### src/rtl/arm_alu_commit_syn.sv
// Commit stage for the 4-bit ARM-style ALU: one pending slot, condition check
// against the architectural CPSR, register-file write-back and operand/CPSR forwarding.
module arm_alu_commit_syn #(
  parameter int NREGS = 8,
  parameter int DW    = 4,
  parameter int CNTW  = 8
) (
  input  logic            clk,
  input  logic            rst_n,
  input  logic            freeze,
  input  logic            in_valid,
  output logic            in_ready,
  input  logic [3:0]      in_op,
  input  logic [3:0]      in_cond,
  input  logic            in_s,
  input  logic [2:0]      in_rd,
  input  logic [DW-1:0]   in_result,
  input  logic [3:0]      in_flags,
  input  logic [2:0]      rs1_addr,
  input  logic [2:0]      rs2_addr,
  output logic [DW-1:0]   rs1_data,
  output logic [DW-1:0]   rs2_data,
  output logic [3:0]      cpsr,
  output logic [3:0]      cpsr_fwd,
  output logic            wb_valid,
  output logic [2:0]      wb_rd,
  output logic [DW-1:0]   wb_data,
  output logic [CNTW-1:0] retire_cnt,
  output logic [CNTW-1:0] annul_cnt
);

  typedef enum logic [3:0] {
    OP_AND, OP_EOR, OP_SUB, OP_RSB, OP_ADD, OP_ADC, OP_SBC, OP_RSC,
    OP_TST, OP_TEQ, OP_CMP, OP_CMN, OP_ORR, OP_MOV, OP_BIC, OP_MVN
  } op_e;

  typedef enum logic [3:0] {
    CC_EQ, CC_NE, CC_CS, CC_CC, CC_MI, CC_PL, CC_VS, CC_VC,
    CC_HI, CC_LS, CC_GE, CC_LT, CC_GT, CC_LE, CC_AL, CC_NV
  } cond_e;

  // Pending slot
  logic          p_valid;
  op_e           p_op;
  cond_e         p_cond;
  logic          p_s;
  logic [2:0]    p_rd;
  logic [DW-1:0] p_result;
  logic [3:0]    p_flags;

  logic [DW-1:0] regs [NREGS];

  logic n_f, z_f, c_f, v_f;
  logic cond_pass, is_test, is_arith;
  logic pass_fire, do_write, do_flags, commit;
  logic [3:0] new_flags;

  assign {n_f, z_f, c_f, v_f} = cpsr;
  assign in_ready = ~freeze;

  // NOTE: every always_comb output gets a default first so no path leaves it unassigned (no latch).
  always_comb begin
    cond_pass = 1'b0;
    unique case (p_cond)
      CC_EQ: cond_pass = z_f;
      CC_NE: cond_pass = ~z_f;
      CC_CS: cond_pass = c_f;
      CC_CC: cond_pass = ~c_f;
      CC_MI: cond_pass = n_f;
      CC_PL: cond_pass = ~n_f;
      CC_VS: cond_pass = v_f;
      CC_VC: cond_pass = ~v_f;
      CC_HI: cond_pass = c_f & ~z_f;
      CC_LS: cond_pass = ~c_f | z_f;
      CC_GE: cond_pass = (n_f == v_f);
      CC_LT: cond_pass = (n_f != v_f);
      CC_GT: cond_pass = ~z_f & (n_f == v_f);
      CC_LE: cond_pass = z_f | (n_f != v_f);
      CC_AL: cond_pass = 1'b1;
      CC_NV: cond_pass = 1'b0;
    endcase
  end

  always_comb begin
    is_arith = 1'b0;
    case (p_op)
      OP_SUB, OP_RSB, OP_ADD, OP_ADC, OP_SBC, OP_RSC, OP_CMP, OP_CMN: is_arith = 1'b1;
      default: is_arith = 1'b0;
    endcase
  end

  assign is_test   = (p_op == OP_TST) || (p_op == OP_TEQ) || (p_op == OP_CMP) || (p_op == OP_CMN);
  assign pass_fire = p_valid & cond_pass;
  assign do_write  = pass_fire & ~is_test;
  assign do_flags  = pass_fire & (p_s | is_test);
  assign commit    = p_valid & ~freeze;

  // Logical ops carry C and V over from the architectural CPSR.
  assign new_flags = is_arith ? p_flags : {p_flags[3:2], cpsr[1:0]};
  assign cpsr_fwd  = do_flags ? new_flags : cpsr;

  assign rs1_data = (do_write && p_rd == rs1_addr) ? p_result : regs[rs1_addr];
  assign rs2_data = (do_write && p_rd == rs2_addr) ? p_result : regs[rs2_addr];

  // NOTE: the register file is reset with the rest of the state; reset must clear every entry.
  // NOTE: sequential state uses non-blocking assignments so all updates see pre-edge values.
  always_ff @(posedge clk or negedge rst_n) begin
    if (!rst_n) begin
      p_valid    <= 1'b0;
      p_op       <= OP_AND;
      p_cond     <= CC_EQ;
      p_s        <= 1'b0;
      p_rd       <= '0;
      p_result   <= '0;
      p_flags    <= '0;
      cpsr       <= '0;
      wb_valid   <= 1'b0;
      wb_rd      <= '0;
      wb_data    <= '0;
      retire_cnt <= '0;
      annul_cnt  <= '0;
      for (int i = 0; i < NREGS; i++) regs[i] <= '0;
    end else if (freeze) begin
      wb_valid <= 1'b0;
    end else begin
      wb_valid <= 1'b0;
      p_valid  <= in_valid;
      if (in_valid) begin
        p_op     <= op_e'(in_op);
        p_cond   <= cond_e'(in_cond);
        p_s      <= in_s;
        p_rd     <= in_rd;
        p_result <= in_result;
        p_flags  <= in_flags;
      end
      if (commit) begin
        if (cond_pass) begin
          retire_cnt <= retire_cnt + CNTW'(1);
          if (do_write) begin
            regs[p_rd] <= p_result;
            wb_valid   <= 1'b1;
            wb_rd      <= p_rd;
            wb_data    <= p_result;
          end
          if (do_flags) cpsr <= new_flags;
        end else begin
          annul_cnt <= annul_cnt + CNTW'(1);
        end
      end
    end
  end

endmodule

### config.mk
export PLATFORM = sky130hd
export DESIGN_NAME = arm_alu_commit_syn
export DESIGN_NICKNAME = d
export VERILOG_FILES = /design/src/rtl/arm_alu_commit_syn.sv
export SDC_FILE = /design/constraint.sdc
export NUM_CORES = 1
export LEC_CHECK = 0
export ABC_AREA = 1
export CORE_ASPECT_RATIO = 1.25
export CORE_MARGIN = 2
export CORE_UTILIZATION = 45
export CTS_CLUSTER_DIAMETER = 120
export CTS_CLUSTER_SIZE = 12
export DETAILED_ROUTE_END_ITERATION = 7
export PLACE_DENSITY = 0.69
export SYNTH_ARGS = -nofsm -noshare
export SYNTH_HDL_FRONTEND = slang
export SYNTH_SLANG_ARGS = --single-unit
export TNS_END_PERCENT = 5
### constraint.sdc
create_clock -name clk -period 1.93 [get_ports clk]
set_input_delay 0.193 -clock clk [delete_from_list [all_inputs] [get_ports clk]]
set_output_delay 0.193 -clock clk [all_outputs]
set_load 0.02 [all_outputs]
---- Word level (Yosys, flattened, before mapping) ----
Memories as Yosys holds them, arrays and structs flattened.
Index checks and enable logic that the tools add are counted.
cells by class
  bitwise gates (word level) .............. 19
  $add $sub $neg .......................... 2
  mux-type cells .......................... 18
  reduce and logical (&&, ||, !) cells .... 11
  equality and inequality tests ........... 23
  $lt $le $gt $ge ......................... 4
operator list
  cell                                                         count
  == test 4 bit (second input constant)                        12
  bitwise mux 32 bit                                           1
  two-way mux 4 bit                                            8
  binary-select mux 4 bit (select 3 bit)                       2
  adder 8 x 1 -> 8 bit (second input constant)                 2
  == test 4 x 3 -> 1 bit (second input constant)               4
  case mux 1 bit (16 select lines)                             1
  demux 4 bit (select 3 bit)                                   1
  greater-or-equal comparator 4 bit (second input constant)    3
  NOT 3 -> 4 bit                                               3
  == test 4 x 2 -> 1 bit (second input constant)               2
  NOT 1 bit                                                    7
  AND 1 bit                                                    6
  == test 3 bit                                                2
  AND reduction 3 bit                                          2
  == test 4 x 1 -> 1 bit (second input constant)               1
  logical NOT 4 bit                                            1
  less-than comparator 4 x 1 -> 1 bit (second input constant)  1
  two-way mux 1 bit                                            4
  AND reduction 4 bit                                          1
  logical AND 1 bit                                            3
  logical OR 1 bit                                             3
  bitwise OR 1 bit                                             3
  two-way mux 2 bit                                            1
  3 further kinds                                              3
storage, ports and cells
  output and inout port bits .............. 41
  bits in registers ....................... 81
  bits of input ports ..................... 30
  memories ................................ 1
  memory bits (read-only) ................. 16
  logic and storage cells ................. 99
memory list
  name              words  width  rd ports  clocked after memory_dff  wr ports  RTL line  RTL
  (name not given)  16     1      1         0                         0         86        case (p_op)

---- Longest topological paths before layout ----
Gate-level depths: netlist of the first run.
  word-level depth ........................ 10
  mapped depth ............................ 15
  gate-level depth less buffers ........... 15

---- Least setup slack after synthesis of the first run ----
Ideal clock, no wire load.
  path type ............................... flip-flop to output port
  start ................................... register cpsr[3]
  end ..................................... output port rs1_data[0]
  data required time ...................... 1.737 ns
  slack ................................... -0.095 ns
  buffers on the path ..................... 0
  arrival time ............................ 1.832 ns
  stages on the path, launching flop included .. 13
  cells stage by stage .................... dfrtp_1 inv_1 nand2_2 nand2_2 o21ai_1 nand2_1 nand3_2 nand2_2 nand2_4 nand4_4 nor2_1 nand2_1 o21ai_0
on the way
  longest elaborated chain between the ends .. 7
ends and longest elaborated chain
  item                                                    RTL line  RTL
  start: declaration                                      23        output logic [3:0] cpsr,
  start signal: assignment                                145       if (do_flags) cpsr <= new_flags;
  inequality test 1 bit or == test 1 bit (tied branches)  n/a
  bitwise OR 1 bit or AND 1 bit (tied branches)           78, 77
  case mux 1 bit (16 select lines) *                      64        unique case (p_cond)
  AND 1 bit *                                             93        assign pass_fire = p_valid & cond_pass;
  AND 1 bit *                                             94        assign do_write = pass_fire & ~is_test;
  logical AND 1 bit *                                     102       assign rs1_data = (do_write && p_rd == rs1_addr) ? p_result : regs[rs1_addr];
  two-way mux 4 bit *                                     102
  end: declaration                                        21        output logic [DW-1:0] rs1_data,
Every way passes the cells marked *; elsewhere a longest branch is shown, timed or not.

---- Worst setup path after layout of the first run ----
  start ................................... register p_cond[1]
  end ..................................... output port rs1_data[0]
on the way
  longest elaborated chain between the ends .. 6
ends and longest elaborated chain
  item                                         RTL line  RTL
  start: declaration                           45        cond_e p_cond;
  start signal: assignment                     130       p_cond <= cond_e'(in_cond);
  == test 4 bit, or another cell as far along  64
  case mux 1 bit (16 select lines) *           64
  AND 1 bit *                                  93
  AND 1 bit *                                  94
  logical AND 1 bit *                          102
  two-way mux 4 bit *                          102
Marks and branches as above.

==> results_dict.tcl, run 1 <==
set metrics [dict create \
    status "finished with violations" \
    violations "setup timing" \
    max_freq_ghz 0.424 \
    drt_iter0_drc 287 \
    grt_use_met2_pct 47.6 \
    slew_violations 0 \
    hold_viol 0 \
    seq_area_frac_synth_pct 45.0 \
    path_clk_slew_ps 60 \
    worst_slew_pin_slew_ps 506 \
    multi_input_area_um2 2260 \
    yosysTopAreaCell "dfrtp_1" \
    synth_edf_count 0 \
    numCtsBuffers 9 \
    top_usage_layer "met2" \
    path_max_fanout 6 \
    num_vias 4231 \
    maxSlewHeadroom_pct 66.1 \
    syn_inst 552 \
    cp.arrival_ps 2170 \
    rsz0062_at_grt "yes" \
    cp.required_ps 1740 \
    power_frac_comb_pct 40.1 \
    maxCapViolCount 0 \
    layout_setup_ws_ps -429 \
    async_flop_share_pct 100 \
    grt_overflow 0 \
    n_antenna_cell 0 \
    die-area_um2 10700 \
    insertion_delay_ps 340 \
    clock_skew_ps 11.1 \
    grt_max_degree 36 \
    io_buffers 69 \
    root_buffer "clkbuf_16" \
    cts_tree "yes" \
    postLayoutCellArea_um2 6180 \
    final_util_pct 64.3 \
    grt_usage_pct 25.2 \
    grt_pass1_vias 4215 \
    netlist.area_leader.share_pct 45.0 \
    p_sw_share_pct 38.3 \
    avgSynthCellArea_um2 8.06 \
    leakagePower_nw 3.05 \
    dieHeight_um 115 \
    post-route-drc-count 0 \
    cts_buffer_depth 2 \
    nets 705 \
    drt_first_pass_iters 5 \
    start_util_pct 46.3 \
    synthesis.nets 584 \
    netlist_area_um2 4450 \
    cp-start-kind "flop" \
    p_clk_share_pct 23.7 \
    gr-usage-met1_pct 28.3 \
    drive_above_1_share_pct 23.3 \
    drt_wl_total_um 13100 \
    grt_pass1_wl_um 20800 \
    area_delta_synth_final_pct 38.7 \
    period_minus_slack_ps 2360 \
    worstSetupEndpointType "output port" \
    io-pin-count 71 \
    routedWlPerCell_um 16.3 \
    setup-violations-final 67 \
    synth_warnings 0 \
    ant_nets 0 \
    synth-seq-cells 80 \
    yosys-top-cells-area "dfrtp_1 (45%), nand2_1 (15%), nand3_1 (5.1%)" \
    placed_area_um2 5700 \
    htree_levels 3 \
    fp.coreArea_um2 9610 \
    via_per_inst 5.26 \
    grtUsageMet3_pct 5.18 \
    row_count 40 \
    ir_drop_uv 824 \
    die-width_um 93.0 \
    hpwlAfterDp_um 9690 \
    synth.distinct_cells 35 \
    internal_power_w 0.00478 \
    pwr-share-seq_pct 36.2 \
    clock_sinks 80 \
    fill_cells 797 \
    seq_area_um2 2010 \
    antenna_found_initial 0 \
    gp_congestion 0.938 \
    synthFlopType "dfrtp_1" \
    switchingPower_w 0.00296 \
    powerDensity_nw_per_um2 1250 \
    hold_path.class "in -> async" \
    fin_crit_sh_pct 122 \
    critical_path_class "reg -> out" \
]
[path summary, 6_finish.rpt]
kind,cells after the start,to,start,slack (ps)
max,14,rs1_data[0],p_cond[1]$_DFFE_PN0P_,-430
min,2,regs[19]$_DFFE_PN0P_,rst_n,360
max reg2reg,16,regs[25]$_DFFE_PN0P_,p_cond[1]$_DFFE_PN0P_,-210
min reg2reg,2,wb_data[3]$_DFFE_PN0P_,wb_data[3]$_DFFE_PN0P_,480
max in group asynchronous,3,regs[10]$_DFFE_PN0P_,rst_n,1000
min in group clk,3,p_flags[3]$_DFFE_PN0P_,in_flags[3],420
[timing repair]
| action | 4_1_cts | 5_1_grt |
|---|---|---|
| hold endpoints to repair | 33 | 0 |
| endpoints found under the setup margin | 57 | 70 |
| gates resized for setup | 64 | 40 |
| setup buffers | 2 | 2 |
| hold buffers | 1 | 0 |
| pin swaps | 4 | 12 |
[cell families after synthesis]
kind of cell / after synthesis / synth area share [%]
AOI/OAI and AO/OA: 77 / 10.6
adders and majority gates: 2 / 0.562
and+or+nand+nor: 295 / 29.7
muxes: 16 / 3.82
buffers and inverters: 63 / 6.58
xor gates and xnor gates: 19 / 3.74
DFF: 80 / 45.0
[power groups by stage]
stage / Combinational [W] / Clock, W / Sequential (W)
floorplan: 0.00144 / 0 / 0.00284
CTS: 0.00297 / 0.00185 / 0.00278
global route: 0.00338 / 0.00194 / 0.00285
finish: 0.00310 / 0.00183 / 0.00280
detailed placement: 0.00294 / 0 / 0.00279
global placement: 0.00288 / 0 / 0.00279
[flip-flops by register name (all words and copies together), names as in the netlist, 3 cells and up]
signal,flops
p_result,4
regs,32
p_cond,4
p_op,3
wb_rd,3
p_rd,3
retire_cnt,8
p_flags,4
annul_cnt,8
wb_data,4
cpsr,4
[critical path, cell delays in order, from the launching register on]
cell and delay, ps:
dfrtp_2 480, nor2_4 140, nand2_2 80, nand2_2 60, nand2_1 60, nand2_1 50, nand2_1 60, nand3_2 60
nand2_2 70, nand2_4 90, nand4_4 130, nor2_4 200, nand2_1 80, o21ai_1 80, buf_2 180
[area by class of cell]
class                   count  share of cell area, %
clock buffers              10                   3.71
clock inverters             6                   1.46
inverters                  39                   2.37
multi-input cells         409                   36.7
flip-flops and latches     80                   32.5
well taps                 126                   2.55
repair buffers            134                   20.7
[cell usage after synthesis (2+ instances only)]
master and instances:
nand2_1 178, dfrtp_1 80, nand3_1 45, nor2_1 42, inv_1 37, o21ai_0 28, a21oi_1 23, clkbuf_1 15
xnor2_1 10, xor2_1 9, a32oi_1 8, mux2_2 8, mux2i_1 8, nand2_4 8, o221ai_1 8, o21ai_2 6
nand4_1 5, buf_6 4, nand2_2 4, o21ai_1 3, and2_1 2, buf_2 2, buf_4 2, ha_1 2
inv_2 2, nand3_2 2, nor2_4 2, nor3_1 2
[routing by layer]
layer  share of wire (%)  vias to the layer above
met5                   0                        -
met4                 1.6                        0
met3                 4.9                       22
met2                  54                      117
met1                  39                     2041
li1                    -                     2051
[cell usage in the layout, fill, tap and decap left out, drive strengths merged]
cell,instances
nand3b,1
nand3,47
nand4,6
nand2,190
dlygate4sd3,1
inv,41
clkinv,2
bufinv,2
mux2i,8
a32oi,8
mux2,8
a21oi,24
clkdlybuf4s50,56
xnor2,10
o221ai,8
nor4,1
clkbuf,10
nor2,46
ha,2
buf,77
o21ai,37
dfrtp,80
and2,2
xor2,9
nor3,2
[per-stage QoR]
step	TNS [ps]	worst slack [ps]	power (W)	cells	hold WS, ps
2_1_floorplan	0	37.6	0.00427	552	-103
3_3_place_gp	-5260	-440	0.00568	783	179
3_5_place_dp	-6650	-529	0.00573	783	186
4_1_cts	-6600	-447	0.00761	802	377
5_1_grt	-21040	-537	0.00818	804	404
6_report	-12170	-429	0.00774	804	356
Power figures use the tool's default switching activity.
==> inputs of run 2 (changes only) <==
CTS_CLUSTER_DIAMETER = 40   (was 120)
==> results of run 2 <==
No change in the layout: final DEF, timing and power equal those of run 1.
